<file path="src/rtl/gb_mem_pkg.sv">
// Shared memory-map constants and OAM DMA state type.
// Echo-RAM source folding lives here so every bus master folds identically.
package gb_mem_pkg;

    localparam logic [15:0] OAM_BASE      = 16'hFE00;
    localparam logic [15:0] DMA_REG_ADDR  = 16'hFF46;
    localparam logic [15:0] DMA_IDLE_ADDR = 16'hFFFF;
    localparam int          OAM_LEN       = 160;

    typedef enum logic [2:0] {
        IDLE,
        SETUP,
        RD_ADDR,
        RD_CAP,
        WR
    } oam_dma_state_t;

    // Pages E0..FF alias the work RAM 0x2000 lower, so FE/FF read from DE/DF.
    function automatic logic [7:0] fold_src_hi(input logic [7:0] src_hi);
        return (src_hi >= 8'hE0) ? (src_hi - 8'h20) : src_hi;
    endfunction

endpackage

</file>
<file path="src/rtl/mem_if.sv">
// Byte-wide memory port used between CPU, MMU and DMA engines.
// Master drives address/write fields; slave returns read data.
interface mem_if;
    logic [15:0] addr_select;
    logic [7:0]  write_value;
    logic        write_enable;
    logic [7:0]  read_out;

    modport master (output addr_select, output write_value, output write_enable, input read_out);
    modport slave  (input addr_select, input write_value, input write_enable, output read_out);
endinterface

</file>
<file path="src/rtl/oam_dma_m.sv">
// OAM DMA: a write to FF46 copies OAM_LEN bytes from {src,00} to FE00, 3 cycles/byte
// after SETUP_CYCLES; a new trigger restarts immediately; all bus outputs registered.
module oam_dma_m
    import gb_mem_pkg::*;
#(
    parameter int OAM_LEN      = gb_mem_pkg::OAM_LEN,
    parameter int SETUP_CYCLES = 1
) (
    input  logic  clk,
    input  logic  rst,
    mem_if.slave  mmio_dma_if,
    mem_if.master dma_req,
    output logic  dma_active
);

    oam_dma_state_t state_q;
    logic [7:0]     idx_q;
    logic [7:0]     setup_cnt_q;
    logic [7:0]     src_hi_q;
    logic [7:0]     data_q;
    logic           prev_we_q;
    logic           active_q;
    logic [15:0]    addr_q;
    logic           we_q;

    logic           trig;
    logic [7:0]     eff_hi;
    logic           last_byte;
    logic           setup_done;

    // Rising edge of write_enable only, so a held CPU write fires once.
    assign trig = mmio_dma_if.write_enable && !prev_we_q
                  && (mmio_dma_if.addr_select == DMA_REG_ADDR);
    assign eff_hi     = fold_src_hi(src_hi_q);
    assign last_byte  = (int'(idx_q) + 1) >= OAM_LEN;
    assign setup_done = (int'(setup_cnt_q) + 1) >= SETUP_CYCLES;

    assign mmio_dma_if.read_out = (mmio_dma_if.addr_select == DMA_REG_ADDR) ? src_hi_q : 8'hFF;

    assign dma_req.addr_select  = addr_q;
    assign dma_req.write_enable = we_q;
    assign dma_req.write_value  = data_q;
    assign dma_active           = active_q;

    always_ff @(posedge clk or posedge rst) begin
        if (rst) begin
            state_q     <= IDLE;
            idx_q       <= 8'd0;
            setup_cnt_q <= 8'd0;
            src_hi_q    <= 8'hFF;
            data_q      <= 8'd0;
            prev_we_q   <= 1'b0;
            active_q    <= 1'b0;
            addr_q      <= DMA_IDLE_ADDR;
            we_q        <= 1'b0;
        end else begin
            prev_we_q <= mmio_dma_if.write_enable;
            if (trig) begin
                src_hi_q    <= mmio_dma_if.write_value;
                state_q     <= SETUP;
                idx_q       <= 8'd0;
                setup_cnt_q <= 8'd0;
                data_q      <= 8'd0;
                active_q    <= 1'b1;
                addr_q      <= DMA_IDLE_ADDR;
                we_q        <= 1'b0;
            end else begin
                case (state_q)
                    IDLE: ;
                    SETUP: begin
                        if (setup_done) begin
                            state_q <= RD_ADDR;
                            addr_q  <= {eff_hi, idx_q};
                        end else begin
                            setup_cnt_q <= setup_cnt_q + 8'd1;
                        end
                    end
                    RD_ADDR: state_q <= RD_CAP;
                    RD_CAP: begin
                        // Memory answers one cycle after the address; data_q doubles as write data.
                        data_q  <= dma_req.read_out;
                        state_q <= WR;
                        addr_q  <= OAM_BASE + {8'h00, idx_q};
                        we_q    <= 1'b1;
                    end
                    WR: begin
                        we_q   <= 1'b0;
                        data_q <= 8'd0;
                        if (last_byte) begin
                            state_q  <= IDLE;
                            active_q <= 1'b0;
                            addr_q   <= DMA_IDLE_ADDR;
                        end else begin
                            state_q <= RD_ADDR;
                            idx_q   <= idx_q + 8'd1;
                            addr_q  <= {eff_hi, idx_q + 8'd1};
                        end
                    end
                    default: begin
                        state_q  <= IDLE;
                        active_q <= 1'b0;
                        addr_q   <= DMA_IDLE_ADDR;
                        we_q     <= 1'b0;
                        data_q   <= 8'd0;
                    end
                endcase
            end
        end
    end

endmodule

</file>
<file path="src/flat_wrapper.sv">
// flat-port wrapper written by rule: the top's interface ports become plain ports
module oam_dma_m_flat import gb_mem_pkg::*;
#(
    parameter int OAM_LEN      = gb_mem_pkg::OAM_LEN,
    parameter int SETUP_CYCLES = 1
)
  (clk, rst, dma_active, mmio_dma_if_addr_select, mmio_dma_if_write_value, mmio_dma_if_write_enable, mmio_dma_if_read_out, dma_req_addr_select, dma_req_write_value, dma_req_write_enable, dma_req_read_out);
  mem_if mmio_dma_if_i ();
  mem_if dma_req_i ();
  input  logic clk;
  input  logic rst;
  output logic dma_active;
  input wire logic [$bits(mmio_dma_if_i.addr_select)-1:0] mmio_dma_if_addr_select;
  input wire logic [$bits(mmio_dma_if_i.write_value)-1:0] mmio_dma_if_write_value;
  input wire logic [$bits(mmio_dma_if_i.write_enable)-1:0] mmio_dma_if_write_enable;
  output wire logic [$bits(mmio_dma_if_i.read_out)-1:0] mmio_dma_if_read_out;
  output wire logic [$bits(dma_req_i.addr_select)-1:0] dma_req_addr_select;
  output wire logic [$bits(dma_req_i.write_value)-1:0] dma_req_write_value;
  output wire logic [$bits(dma_req_i.write_enable)-1:0] dma_req_write_enable;
  input wire logic [$bits(dma_req_i.read_out)-1:0] dma_req_read_out;
  assign mmio_dma_if_i.addr_select = mmio_dma_if_addr_select;
  assign mmio_dma_if_i.write_value = mmio_dma_if_write_value;
  assign mmio_dma_if_i.write_enable = mmio_dma_if_write_enable;
  assign mmio_dma_if_read_out = mmio_dma_if_i.read_out;
  assign dma_req_addr_select = dma_req_i.addr_select;
  assign dma_req_write_value = dma_req_i.write_value;
  assign dma_req_write_enable = dma_req_i.write_enable;
  assign dma_req_i.read_out = dma_req_read_out;
  oam_dma_m #(.OAM_LEN(OAM_LEN), .SETUP_CYCLES(SETUP_CYCLES)) u_core (.clk(clk), .rst(rst), .mmio_dma_if(mmio_dma_if_i), .dma_req(dma_req_i), .dma_active(dma_active));
endmodule
</file>
<file path="config.mk">
export PLATFORM = sky130hd
export DESIGN_NAME = oam_dma_m_flat
export DESIGN_NICKNAME = d
export VERILOG_FILES = /design/src/rtl/gb_mem_pkg.sv /design/src/rtl/mem_if.sv /design/src/rtl/oam_dma_m.sv /design/src/flat_wrapper.sv
export SDC_FILE = /design/constraint.sdc
export NUM_CORES = 1
export LEC_CHECK = 0
export CORE_AREA = 3 3 112 114
export DETAILED_ROUTE_END_ITERATION = 6
export DIE_AREA = 0 0 115 117
export PLACE_DENSITY = 0.46
export SKIP_CTS_REPAIR_TIMING = 1
export SLEW_MARGIN = 20
export SYNTH_ARGS = -nofsm -noshare
export SYNTH_HDL_FRONTEND = slang
export SYNTH_SLANG_ARGS = --single-unit
</file>
<file path="constraint.sdc">
create_clock -name clk -period 2 [get_ports clk]
set_clock_uncertainty 0.05 [all_clocks]
set_input_delay 0.5 -clock clk [delete_from_list [all_inputs] [get_ports clk]]
set_output_delay 0.5 -clock clk [all_outputs]
set_load 0.1 [all_outputs]
</file>
# Yosys cells after proc, flatten, opt, wreduce, memory -nomap -nowiden
# Index checks and enable logic that the tools add are counted.
# op_classes
add_sub_neg	6
n_lt_le_gt_ge	3
eq_ne	13
mux	23
n_reduce_logical	14
# ops
operator	n
$mux W8	9
$pmux W16 S4	1
$mux W16	3
$ge A32 B2 Y1 const B	1
$ge A32 B9 Y1 const B	1
$add A8 B1 Y9 const B	2
$add A8 B1 Y8 const B	2
$eq A16 B16 Y1 const B	1
$pmux W8 S2	1
$pmux W3 S5	1
$ne A2 B1 Y1 const B	6
$add A10 B9 Y11 const A	1
$reduce_and A2 Y1	5
$ge A8 B8 Y1 const B	1
$sub A8 B6 Y8 const B	1
$eq A3 B2 Y1 const B	2
$mux W3	2
$ne A3 B1 Y1 const B	2
$pmux W1 S2	2
$reduce_bool A2 Y1	2
$reduce_or A4 Y1	1
$eq A3 B1 Y1 const B	1
$eq A3 B3 Y1 const B	1
$logic_not A3 Y1	1
6 further kinds	9
# word_totals
reg_bits	54
inputBits	35

# Longest topological paths before layout
# depth
word_depth	5
depth_mapped	8

# Worst setup path before layout
# Ideal clock, no wire load.
# synth_timing
path_kind	input-to-output
startpoint	input port mmio_dma_if_addr_select[5]
endpoint	output port mmio_dma_if_read_out[5]
t_arrival_ns	1.974
slack_ns	-0.524
cell_stages	3
path_buffers	0
path_cell_list	or4b_4 > nor4_4 > nand2_1
# synth_via
elab_chain_len	2
# synth_rtl
element	line_no	source
start: declaration	flat_wrapper.sv:13	input wire logic [$bits(mmio_dma_if_i.addr_select)-1:0] mmio_dma_if_addr_select;
$eq A16 B16 Y1	oam_dma_m.sv:38	assign mmio_dma_if.read_out = (mmio_dma_if.addr_select == DMA_REG_ADDR) ? src_hi_q : 8'hFF;
$mux W8	oam_dma_m.sv:38	
end: declaration	flat_wrapper.sv:16	output wire logic [$bits(mmio_dma_if_i.read_out)-1:0] mmio_dma_if_read_out;
# Every way passes these cells.

# Worst setup path in the final report
# layout_timing
startpoint	input port mmio_dma_if_addr_select[4]
endpoint	output port mmio_dma_if_read_out[0]
# The elaborated chain is that of the path after synthesis.

==> implementation parameters <==
Parameter                              Value

Finish
  Sequential Area    0.00138 mm²
  Synth-to-Final Area Change    63.3%
  Fraction of layout instances using a drive strength above 1    38.7%
  Combined area of the multi-input logic cells    0.00155 mm²
  Final net count    429
  Core occupancy in the finished layout    about two fifths
  Filler Cell Count    1123
  Number of non-filler instances in the completed layout    533
  Post-Layout Inst Area    ~0.0047 mm²
  # diodes    0

Clock tree
  Longest Clk Path Bufs    2
  Library cell used as clock root buffer    clkbuf_16
  Clock slew at the register clock pins of the worst setup and hold paths    0.07 ns
  Deepest level of the CTS H-tree    2
  Clock Latency Late Sink    0.29 ns
  Total number of clock tree sinks    54
  TritonCTS clock tree    built
  Number of buffers created by CTS    5

Placed design
  Placer Congestion    0.788
  Count of input and output buffers    68
  Total placed instance area    0.00429 mm²
  Placed instance count    516
  DP HPWL    approximately 5700 µm

Synthesis
  Count of flip-flops with a built-in enable after synthesis    0
  Number of instances in the synthesized netlist    288
  Distinct cell type count of the synthesized netlist    55
  Leading post-synthesis cells by cell area    dfrtp_1 (26%), dfstp_2 (22%), nand2_1 (5.1%)
  Top-area cell type share of the netlist area    26.2%
  Portion of the post-synthesis area used by sequential elements    between 40% and 50%
  Synth Register Bits    54
  Area leader, netlist    dfrtp_1
  Synth Warn #    0
  Synthesized netlist net count    approximately 330
  FFs w/ async S/R, synth    100%
  Post-Synthesis Mean Instance Area    9.96 µm²
  Synthesized area    0.00287 mm²
  Most common flop cell mapped by yosys    dfrtp_1

STA
  Post-route setup slack    -0.531 ns
  Period utilization    127%
  Headroom to the max-slew limit    a little under two thirds
  Fin. max-slew vios    0
  Endpoints failing hold    0
  Final setup violation count    56
  Min cycle time layout    2.53 ns
  Actual slew at the worst max-slew pin    0.548 ns
  Setup repair after global routing missed its margin    true
  Max Clock Freq    about 400 MHz

Power and ir drop
  Max VDD drop    0.000799 V
  Leakage power of the design    ~2.1 nW
  Power per cell area    1430 mW/mm²
  Overall Power    approximately 0.0067 W

Detailed routing
  Detailed-route wire length    8360 µm
  Average routed wire per standard cell    15.7 µm
  Routed via count    2548
  Initial detailed-routing violation count    126
  Remaining antenna violation count    0
  Number of detailed-routing iterations run before antenna repair    4
  # DRC    0
  Via density per instance    4.78

Critical path
  Crit-path max FO    6
  Sort of element at the start of the critical path    primary input
  Endpoint class of the critical path    primary output
  Critical path required time    1.45 ns
  Sequence of cells on the critical path    clkbuf_2 -> or4b_4 -> nor4_4 -> buf_4 -> or2b_4 -> buf_12
  Maximum single-stage delay on the critical path    between 0.5 and 0.6 ns
  Number of buffers and inverters on the critical path    3
  Class of the most critical setup path    primary input to primary output
  Dominant delay contributor by cell family on the critical path    simple AND/OR/NAND/NOR gates
  Critical path arrival    1.98 ns
  Critical-path top delay cell    or4b_4

Floorplanning
  Boundary Pins    69
  Row cnt    39
  Width of the die    approximately 120 µm
  Chip Height    117 µm
  Starting Density    24.9%
  Placeable core region    between 0.01 and 0.015 mm²
  Floorplan die area    between 0.01 and 0.015 mm²

Run status
  Violations in the final reports    setup timing
  Result of the run    complete, but fails checks

GRT
  Most heavily used metal layer in global routing    met2
  Largest net degree at the start of global routing    48
  Aggregate global-route resource usage    between 10 and 15%
  Number of antenna violations at the first check in global routing    0
  Met1 demand-to-capacity share in global routing    approximately 16%
  Via count of the first global-routing pass    roughly 2500
  First-pass GRT wire length    between 10000 and 15000 µm
  M3 GR Usage    3.03%
  M2 GR Usage    19.3%
  Remaining Overflow, GRT    0

Hold path
  Hold crit path type    primary input to async pin

Run
  Max-capacitance violation count    0
[cell usage after synthesis (all sizes together), types with 2 or more instances]
master   count
and3         4
a31oi        4
dfrtp       30
or2b         6
a21o         2
nand2b       5
a22oi        2
mux2i        2
nand3       15
nor4         2
o31ai        4
o2111ai      2
xnor2        3
nor4bb       2
ha           5
buf         12
nor2b        2
clkbuf       9
or4          5
dfstp       24
and2         7
o22a         7
nor2        11
a2bb2oi      8
a21oi       23
or3          3
inv          8
nand2       41
o21ai       17
nor3         6
nand4        2
[stage by stage]
step                      hold WS (ns)  setup WS, ns  setup TNS, ns
after global placement           0.407        -0.808         -41.69
after detailed placement         0.410        -0.797         -41.66
after CTS                        0.372        -0.813         -26.39
final                            0.379        -0.531          -7.29
after global routing             0.384        -0.608         -13.40
after floorplan                  0.392        -0.397          -4.69
[state kept, by name (all words and copies together), names as in the netlist]
| register | cells |
|---|---|
| u_core.dma_req.addr_select | 16 |
| u_core.dma_req.write_value | 8 |
| u_core.idx_q | 8 |
| u_core.setup_cnt_q | 8 |
| u_core.src_hi_q | 8 |
| u_core.state_q | 3 |
| u_core.dma_active | 1 |
| u_core.dma_req.write_enable | 1 |
| u_core.prev_we_q | 1 |
[placed cells by master (no fill, tap or decap), drive strengths merged, types with 6 or more instances in the layout]
cell | Yosys | layout
a21oi | 23 | 23
a2bb2oi | 8 | 8
and2 | 7 | 7
buf | 12 | 78
clkbuf | 9 | 8
clkdlybuf4s50 | 0 | 22
dfrtp | 30 | 30
dfstp | 24 | 24
dlymetal6s2s | 0 | 9
inv | 8 | 8
nand2 | 41 | 42
nand3 | 15 | 15
nor2 | 11 | 11
nor3 | 6 | 6
o21ai | 17 | 17
o22a | 7 | 7
or2b | 6 | 6
[area by class of cell]
class | count | area share, %
clock buffers | 5 | 2.67
multi-input cells | 208 | 33.0
well taps | 143 | 3.82
repair buffers | 112 | 29.9
clock inverters | 3 | 0.454
inverters | 8 | 0.641
flip-flops and latches | 54 | 29.5
[logic make-up (layout without fill, tap and decap cells)]
family	Yosys count	in the layout	synth area share, %
buffers and inverters	29	128	5.15
adder cells (fa/ha/maj)	5	5	2.18
AND/OR/NAND/NOR	117	118	22.8
flip-flops	54	54	48.1
multiplexers	2	2	0.698
XOR/XNOR	4	4	1.22
AO/OA/AOI/OAI	77	79	19.8
[final timing paths]
path / from / end / slack, ns / cells past startpoint
min in group clk: u_core.src_hi_q[3] / u_core.src_hi_q[3] / 0.42 / 2
worst min-delay path: rst / u_core.dma_req.write_value[4] / 0.38 / 2
worst min register to register: u_core.src_hi_q[3] / u_core.src_hi_q[3] / 0.42 / 2
max in group asynchronous: rst / u_core.dma_req.addr_select[15] / 0.96 / 3
worst max-delay path: mmio_dma_if_addr_select[4] / mmio_dma_if_read_out[0] / -0.53 / 6
worst max register to register: u_core.idx_q[1] / u_core.dma_req.addr_select[9] / -0.04 / 8
[per-layer routing]
| layer | wire (µm) | share of wire [%] |
|---|---|---|
| met2 | 4000 | 48 |
| met1 | 3720 | 45 |
| met3 | 516 | 6.2 |
| met4 | 121 | 1.4 |
| met5 | 0 | 0 |
[report_power, final]
group / switching [W] / internal (W)
sequential: 0.000286 / 0.00146
combinational: 0.00251 / 0.00156
clock: 0.000413 / 0.000465
Note: power is estimated with default switching activity, not from simulation.
